<file path="src/rtl/instr_decode_pkg.sv">
// Types shared between the new6502 decoder and the CPU control path.
package common_types;

  typedef logic [15:0] addr_t;
  typedef logic [7:0]  data_t;

  typedef enum logic [5:0] {
    ADC, AND, ASL, BCC, BCS, BEQ, BIT, BMI, BNE, BPL, BRK, BVC, BVS, CLC,
    CLD, CLI, CLV, CMP, CPX, CPY, DEC, DEX, DEY, EOR, INC, INX, INY, JMP,
    JSR, LDA, LDX, LDY, LSR, NOP, ORA, PHA, PHP, PLA, PLP, ROL, ROR, RTI,
    RTS, SBC, SEC, SED, SEI, STA, STX, STY, TAX, TAY, TSX, TXA, TXS, TYA,
    ILL
  } opc_t;

  typedef enum logic [3:0] {
    IMP, ACC, IMM, ZP, ZPX, ZPY, ABS, ABSX, ABSY, IND, INDX, INDY, REL
  } addmod_t;

endpackage

</file>
<file path="src/rtl/instr_decode.sv">
// Registered NMOS 6502 opcode decoder: opcode byte -> mnemonic class,
// addressing mode and an illegal-opcode flag, one cycle after sampling.
module instr_decode
  import common_types::*;
(
  input  logic    clk,
  input  logic    rst_n,
  input  data_t   instr,
  output opc_t    opcode,
  output addmod_t mode,
  output logic    illegal
);

  logic [2:0] aaa;
  logic [2:0] bbb;
  logic [1:0] cc;
  opc_t       opc_dec;
  addmod_t    mode_dec;
  logic       legal_dec;
  opc_t       opc_next;
  addmod_t    mode_next;
  logic       illegal_next;

  assign aaa = instr[7:5];
  assign bbb = instr[4:2];
  assign cc  = instr[1:0];

  always_comb begin
    opc_dec   = ILL;
    mode_dec  = IMP;
    legal_dec = 1'b0;
    unique case (cc)
      2'b01: begin
        legal_dec = (instr != 8'h89);  // would be STA #imm
        case (aaa)
          3'd0:    opc_dec = ORA;
          3'd1:    opc_dec = AND;
          3'd2:    opc_dec = EOR;
          3'd3:    opc_dec = ADC;
          3'd4:    opc_dec = STA;
          3'd5:    opc_dec = LDA;
          3'd6:    opc_dec = CMP;
          default: opc_dec = SBC;
        endcase
        case (bbb)
          3'd0:    mode_dec = INDX;
          3'd1:    mode_dec = ZP;
          3'd2:    mode_dec = IMM;
          3'd3:    mode_dec = ABS;
          3'd4:    mode_dec = INDY;
          3'd5:    mode_dec = ZPX;
          3'd6:    mode_dec = ABSY;
          default: mode_dec = ABSX;
        endcase
      end
      2'b10: begin
        case (aaa)
          3'd0:    opc_dec = ASL;
          3'd1:    opc_dec = ROL;
          3'd2:    opc_dec = LSR;
          3'd3:    opc_dec = ROR;
          3'd4:    opc_dec = STX;
          3'd5:    opc_dec = LDX;
          3'd6:    opc_dec = DEC;
          default: opc_dec = INC;
        endcase
        case (bbb)
          3'd0: begin
            legal_dec = (instr == 8'hA2);
            mode_dec  = IMM;
          end
          3'd1: begin
            legal_dec = 1'b1;
            mode_dec  = ZP;
          end
          3'd3: begin
            legal_dec = 1'b1;
            mode_dec  = ABS;
          end
          3'd5: begin
            legal_dec = 1'b1;
            mode_dec  = (aaa == 3'd4 || aaa == 3'd5) ? ZPY : ZPX;
          end
          3'd7: begin
            legal_dec = (instr != 8'h9E);
            mode_dec  = (instr == 8'hBE) ? ABSY : ABSX;
          end
          3'd2: begin
            // Upper half of this column is register transfers, not shifts.
            legal_dec = 1'b1;
            mode_dec  = aaa[2] ? IMP : ACC;
            case (aaa)
              3'd4:    opc_dec = TXA;
              3'd5:    opc_dec = TAX;
              3'd6:    opc_dec = DEX;
              3'd7:    opc_dec = NOP;
              default: ;
            endcase
          end
          3'd6: begin
            legal_dec = (instr == 8'h9A) || (instr == 8'hBA);
            mode_dec  = IMP;
            opc_dec   = (instr == 8'h9A) ? TXS : TSX;
          end
          default: legal_dec = 1'b0;
        endcase
      end
      2'b00: begin
        legal_dec = 1'b1;
        case (instr)
          8'h10: begin opc_dec = BPL; mode_dec = REL; end
          8'h30: begin opc_dec = BMI; mode_dec = REL; end
          8'h50: begin opc_dec = BVC; mode_dec = REL; end
          8'h70: begin opc_dec = BVS; mode_dec = REL; end
          8'h90: begin opc_dec = BCC; mode_dec = REL; end
          8'hB0: begin opc_dec = BCS; mode_dec = REL; end
          8'hD0: begin opc_dec = BNE; mode_dec = REL; end
          8'hF0: begin opc_dec = BEQ; mode_dec = REL; end
          8'h00: opc_dec = BRK;
          8'h08: opc_dec = PHP;
          8'h18: opc_dec = CLC;
          8'h28: opc_dec = PLP;
          8'h38: opc_dec = SEC;
          8'h40: opc_dec = RTI;
          8'h48: opc_dec = PHA;
          8'h58: opc_dec = CLI;
          8'h60: opc_dec = RTS;
          8'h68: opc_dec = PLA;
          8'h78: opc_dec = SEI;
          8'h88: opc_dec = DEY;
          8'h98: opc_dec = TYA;
          8'hA8: opc_dec = TAY;
          8'hB8: opc_dec = CLV;
          8'hC8: opc_dec = INY;
          8'hD8: opc_dec = CLD;
          8'hE8: opc_dec = INX;
          8'hF8: opc_dec = SED;
          8'h20: begin opc_dec = JSR; mode_dec = ABS; end
          8'h2C: begin opc_dec = BIT; mode_dec = ABS; end
          8'h4C: begin opc_dec = JMP; mode_dec = ABS; end
          8'h8C: begin opc_dec = STY; mode_dec = ABS; end
          8'hAC: begin opc_dec = LDY; mode_dec = ABS; end
          8'hCC: begin opc_dec = CPY; mode_dec = ABS; end
          8'hEC: begin opc_dec = CPX; mode_dec = ABS; end
          8'h6C: begin opc_dec = JMP; mode_dec = IND; end
          8'h24: begin opc_dec = BIT; mode_dec = ZP; end
          8'h84: begin opc_dec = STY; mode_dec = ZP; end
          8'hA4: begin opc_dec = LDY; mode_dec = ZP; end
          8'hC4: begin opc_dec = CPY; mode_dec = ZP; end
          8'hE4: begin opc_dec = CPX; mode_dec = ZP; end
          8'h94: begin opc_dec = STY; mode_dec = ZPX; end
          8'hB4: begin opc_dec = LDY; mode_dec = ZPX; end
          8'hBC: begin opc_dec = LDY; mode_dec = ABSX; end
          8'hA0: begin opc_dec = LDY; mode_dec = IMM; end
          8'hC0: begin opc_dec = CPY; mode_dec = IMM; end
          8'hE0: begin opc_dec = CPX; mode_dec = IMM; end
          default: legal_dec = 1'b0;
        endcase
      end
      default: legal_dec = 1'b0;
    endcase
  end

  // Illegal bytes always collapse to a single canonical output.
  always_comb begin
    opc_next     = legal_dec ? opc_dec  : ILL;
    mode_next    = legal_dec ? mode_dec : IMP;
    illegal_next = ~legal_dec;
  end

  always_ff @(posedge clk) begin
    if (!rst_n) begin
      opcode  <= NOP;
      mode    <= IMP;
      illegal <= 1'b0;
    end else begin
      opcode  <= opc_next;
      mode    <= mode_next;
      illegal <= illegal_next;
    end
  end

endmodule

</file>
<file path="config.mk">
export PLATFORM = sky130hd
export DESIGN_NAME = instr_decode
export DESIGN_NICKNAME = d
export VERILOG_FILES = /design/src/rtl/instr_decode_pkg.sv /design/src/rtl/instr_decode.sv
export SDC_FILE = /design/constraint.sdc
export NUM_CORES = 1
export LEC_CHECK = 0
export ABC_AREA = 0
export BUFFER_PORTS_ARGS = -buffer_cell sky130_fd_sc_hd__buf_2
export CAP_MARGIN = 20
export CORE_ASPECT_RATIO = 0.6
export CORE_UTILIZATION = 40
export DETAILED_ROUTE_END_ITERATION = 16
export MAX_ROUTING_LAYER = met4
export PLACE_DENSITY = 0.59
export SETUP_SLACK_MARGIN = 0.15
export SYNTH_ARGS = -nofsm -noshare
export SYNTH_HDL_FRONTEND = slang
export SYNTH_SLANG_ARGS = --single-unit
export TNS_END_PERCENT = 1
</file>
<file path="constraint.sdc">
create_clock -name clk -period 1.6 [get_ports clk]
set_input_delay 0.16 -clock clk [delete_from_list [all_inputs] [get_ports clk]]
set_output_delay 0.16 -clock clk [all_outputs]
set_load 0.01 [all_outputs]
</file>
==> metrics.txt <==
run status=complete, but fails checks; failing checks=setup timing; buffers and inverters on the worst path=2; post-route clock period utilization=103%; initial antenna violation count=0; Async SR Flop Fraction=0%; crit-path max FO=7; y dimension of the die=54.5 um; most frequent cells in the layout=96 x buf_4, 24 x nand2_1, 23 x nor2_1, 16 x a21oi_1, 15 x buf_2; mapped cell area=1840 um^2; Worst-Margin Slew=569 ps; DRC violation total after the first TritonRoute iteration=398; CTS tree=done; total global routing overflow=0; unrepaired setup endpoints after global routing=yes; type of origin of the critical path=input port; Area Growth Syn to Fin=58.2%; cells along the critical path=buf_6 -> buf_6 -> and2b_4 -> a211oi_1 -> o21ai_1 -> o2111ai_1 -> a311o_1 -> o32a_1; Initial Utilization=43.2%; min-delay worst type=in -> reg; cell type with the largest total area after synthesis=dfxtp_1; DPL Wire Length=6430 um; Critical Path Sink Type=register; number of enable-type register cells in the synthesized netlist=0; Setup Viol. Count Final=6; Max stage delay cell, worst path=a311o_1; source of the critical timing path=instr[2]; Final Max Slew Viols=0; sequential-to-total area share from yosys stat=12.0%; total number of yosys warnings=0; clock period minus final worst setup slack=1650 ps; total power draw=0.00133 W; leakage power of the design=1.24 nW; Core Util, Final=68.4%; # DRC=0; wire length per cell=18.8 um; post-detailed-placement cell area=2670 um^2; horizontal extent of the die=89.5 um; total die area=4880 um^2; power density normalized to cell area=456 nW/um^2; drt pass-1 iters=5; max-cap check violation count=0; via density per instance=6.27; FF/Latch Area=220 um^2; CTS HTree Levels=1; Setup CP Type=in -> reg; area used by multi-input combinational logic=1550 um^2; Fmax achieved=607 MHz; Most used DFF post-synth=dfxtp_1; Max Buffers Root-to-Sink=2; share of final-layout standard cells stronger than drive strength 1=44.1%; Hold Startpoint=rst_n; GP Congestion=1.01; Slew headroom=61.9%; via count of the first global-routing pass=2419; leading cell type in the layout, fill and taps excluded=buf_4; synthesized-area fraction occupied by ao, oa, aoi and oai cells=40.5%; quantity of hold-fixing buffers added after cts=0; highest cell delay on the worst timing path=370 ps; number of nets in the final layout=383; endpoint arrival time on the critical path=1780 ps; clock-pin transition on the worst setup and hold timing paths=50 ps; main area contributors after synthesis=dfxtp_1 12%, a21oi_1 5.7%, nand2_1 5.1%; Antenna Diode Count=0; post-synthesis net count=281; main combinational cell family by area after synthesis=compound AO/OA/AOI/OAI gates; clock sink count=11; first-pass GRT wire length=12800 um; number of buffers added on ports=20; number of buffers added by the clock tree synthesis step=3; largest net degree at the start of global routing=18; Placement Rows=18; multiplexer share of the synthesized area=0.544%; distinct cell type count after synthesis=64; Mean Syn Cell Area=6.79 um^2; endpoints failing hold=0; Synth Area in Simple Gates=35.8%; Final Instance Area=2910 um^2; post-synth top area share=12.0%; Most common cell on crit path=buf_6; post-synthesis register bit count=11; count of mapped cells out of synthesis=271; post-synthesis xor/xnor area fraction=0.952%; Placed Instances=423; Root Buffer=clkbuf_8; largest vdd supply drop=0.364 mV; smallest setup slack after layout=-47.4 ps; routed via count=2709; cell family contributing the most delay on the critical path=compound AO/OA/AOI/OAI gates; number of fill cells=366; adder-cell area share of the yosys netlist=0%; number of nets with antenna violations after detailed routing=0; non-filler instance count after layout=432; required time of the worst setup path=1730 ps; combined global-route utilization of all metal layers=37.5%; Core Box Area=4260 um^2; post-detailed-routing wire length=8130 um; number of I/O pins=21
[kinds of logic (layout without fill, tap and decap cells)]
logic type,Yosys count,after routing
XOR/XNOR,2,2
AND/OR/NAND/NOR,115,116
AO/OA/AOI/OAI,106,106
flip-flops,11,11
buffers and inverters,36,136
multiplexers,1,1
[Yosys cell counts, types with 2 or more instances]
master and n:
dfxtp_1 11, buf_1 4, a32oi_1 4, o31ai_1 4, o32ai_1 3, or2_2 3, o21ai_1 5, a221oi_1 2
inv_1 5, o32a_1 2, a22oi_1 2, buf_6 3, clkbuf_1 5, o22ai_1 4, o221ai_1 3, nand2_1 25
nand4_1 2, nor4_4 2, a311o_1 2, a211oi_1 4, a22o_1 2, o21ai_0 17, o311a_1 4, or3_1 2
a21oi_1 21, nor2b_1 9, and3_1 2, a41o_1 2, a31oi_1 10, buf_4 3, nor2_1 24, buf_2 15
or4b_1 2, nand3_1 12, nor3_1 8, a2bb2oi_1 2, nand2b_1 12, or4_1 3
[where the power goes]
group / leakage [nW] / switching (W) / internal, W / total, W
Clock: 0.0228 / 0.000121 / 0.000176 / 0.000297
Combinational: 1.13 / 0.000385 / 0.000344 / 0.000729
Sequential: 0.0907 / 0.00000498 / 0.000296 / 0.000301
[final timing paths]
| check | to | cells after the start |
|---|---|---|
| setup / recovery | opcode[0] | 8 |
| hold / removal | opcode[5] | 2 |
[per-stage QoR]
| step | hold slack (ps) | TNS [ps] | setup slack (ps) |
|---|---|---|---|
| CTS | 193 | -116 | -43.7 |
| global placement | 450 | -4180 | -426 |
| finish | 206 | -227 | -47.4 |
| global route | 214 | -621 | -123 |
| floorplan | 428 | -474 | -77.1 |
| detailed placement | 448 | -4110 | -421 |
[sequential cells by signal (all words and copies together), names as in the netlist]
signal,count
mode,4
illegal,1
opcode,6
[cell type report]
cell class,instances,area share [%]
Clock buffer,4,1.55
Timing Repair Buffer,126,34.4
Tap cell,60,2.58
Inverter,6,0.860
Multi-Input combinational cell,225,53.1
Sequential cell,11,7.57
[layer usage]
metal / routed length (um) / GRT usage [%] / up-vias / part of all wire, %
met4: 142 / 4.50 / 0 / 1.7
li1: - / - / 1252 / -
met2: 3140 / 51.6 / 192 / 39
met5: 0 / - / - / 0
met3: 1260 / 11.8 / 22 / 15
met1: 3590 / 53.9 / 1243 / 44
[what timing repair did]
item	4_1_cts	5_1_grt
buffers inserted	4	0
cloned	1	0
setup endpoints to repair	11	11
pin swaps	14	1
resized for setup	25	18
Power figures use the tool's default switching activity.
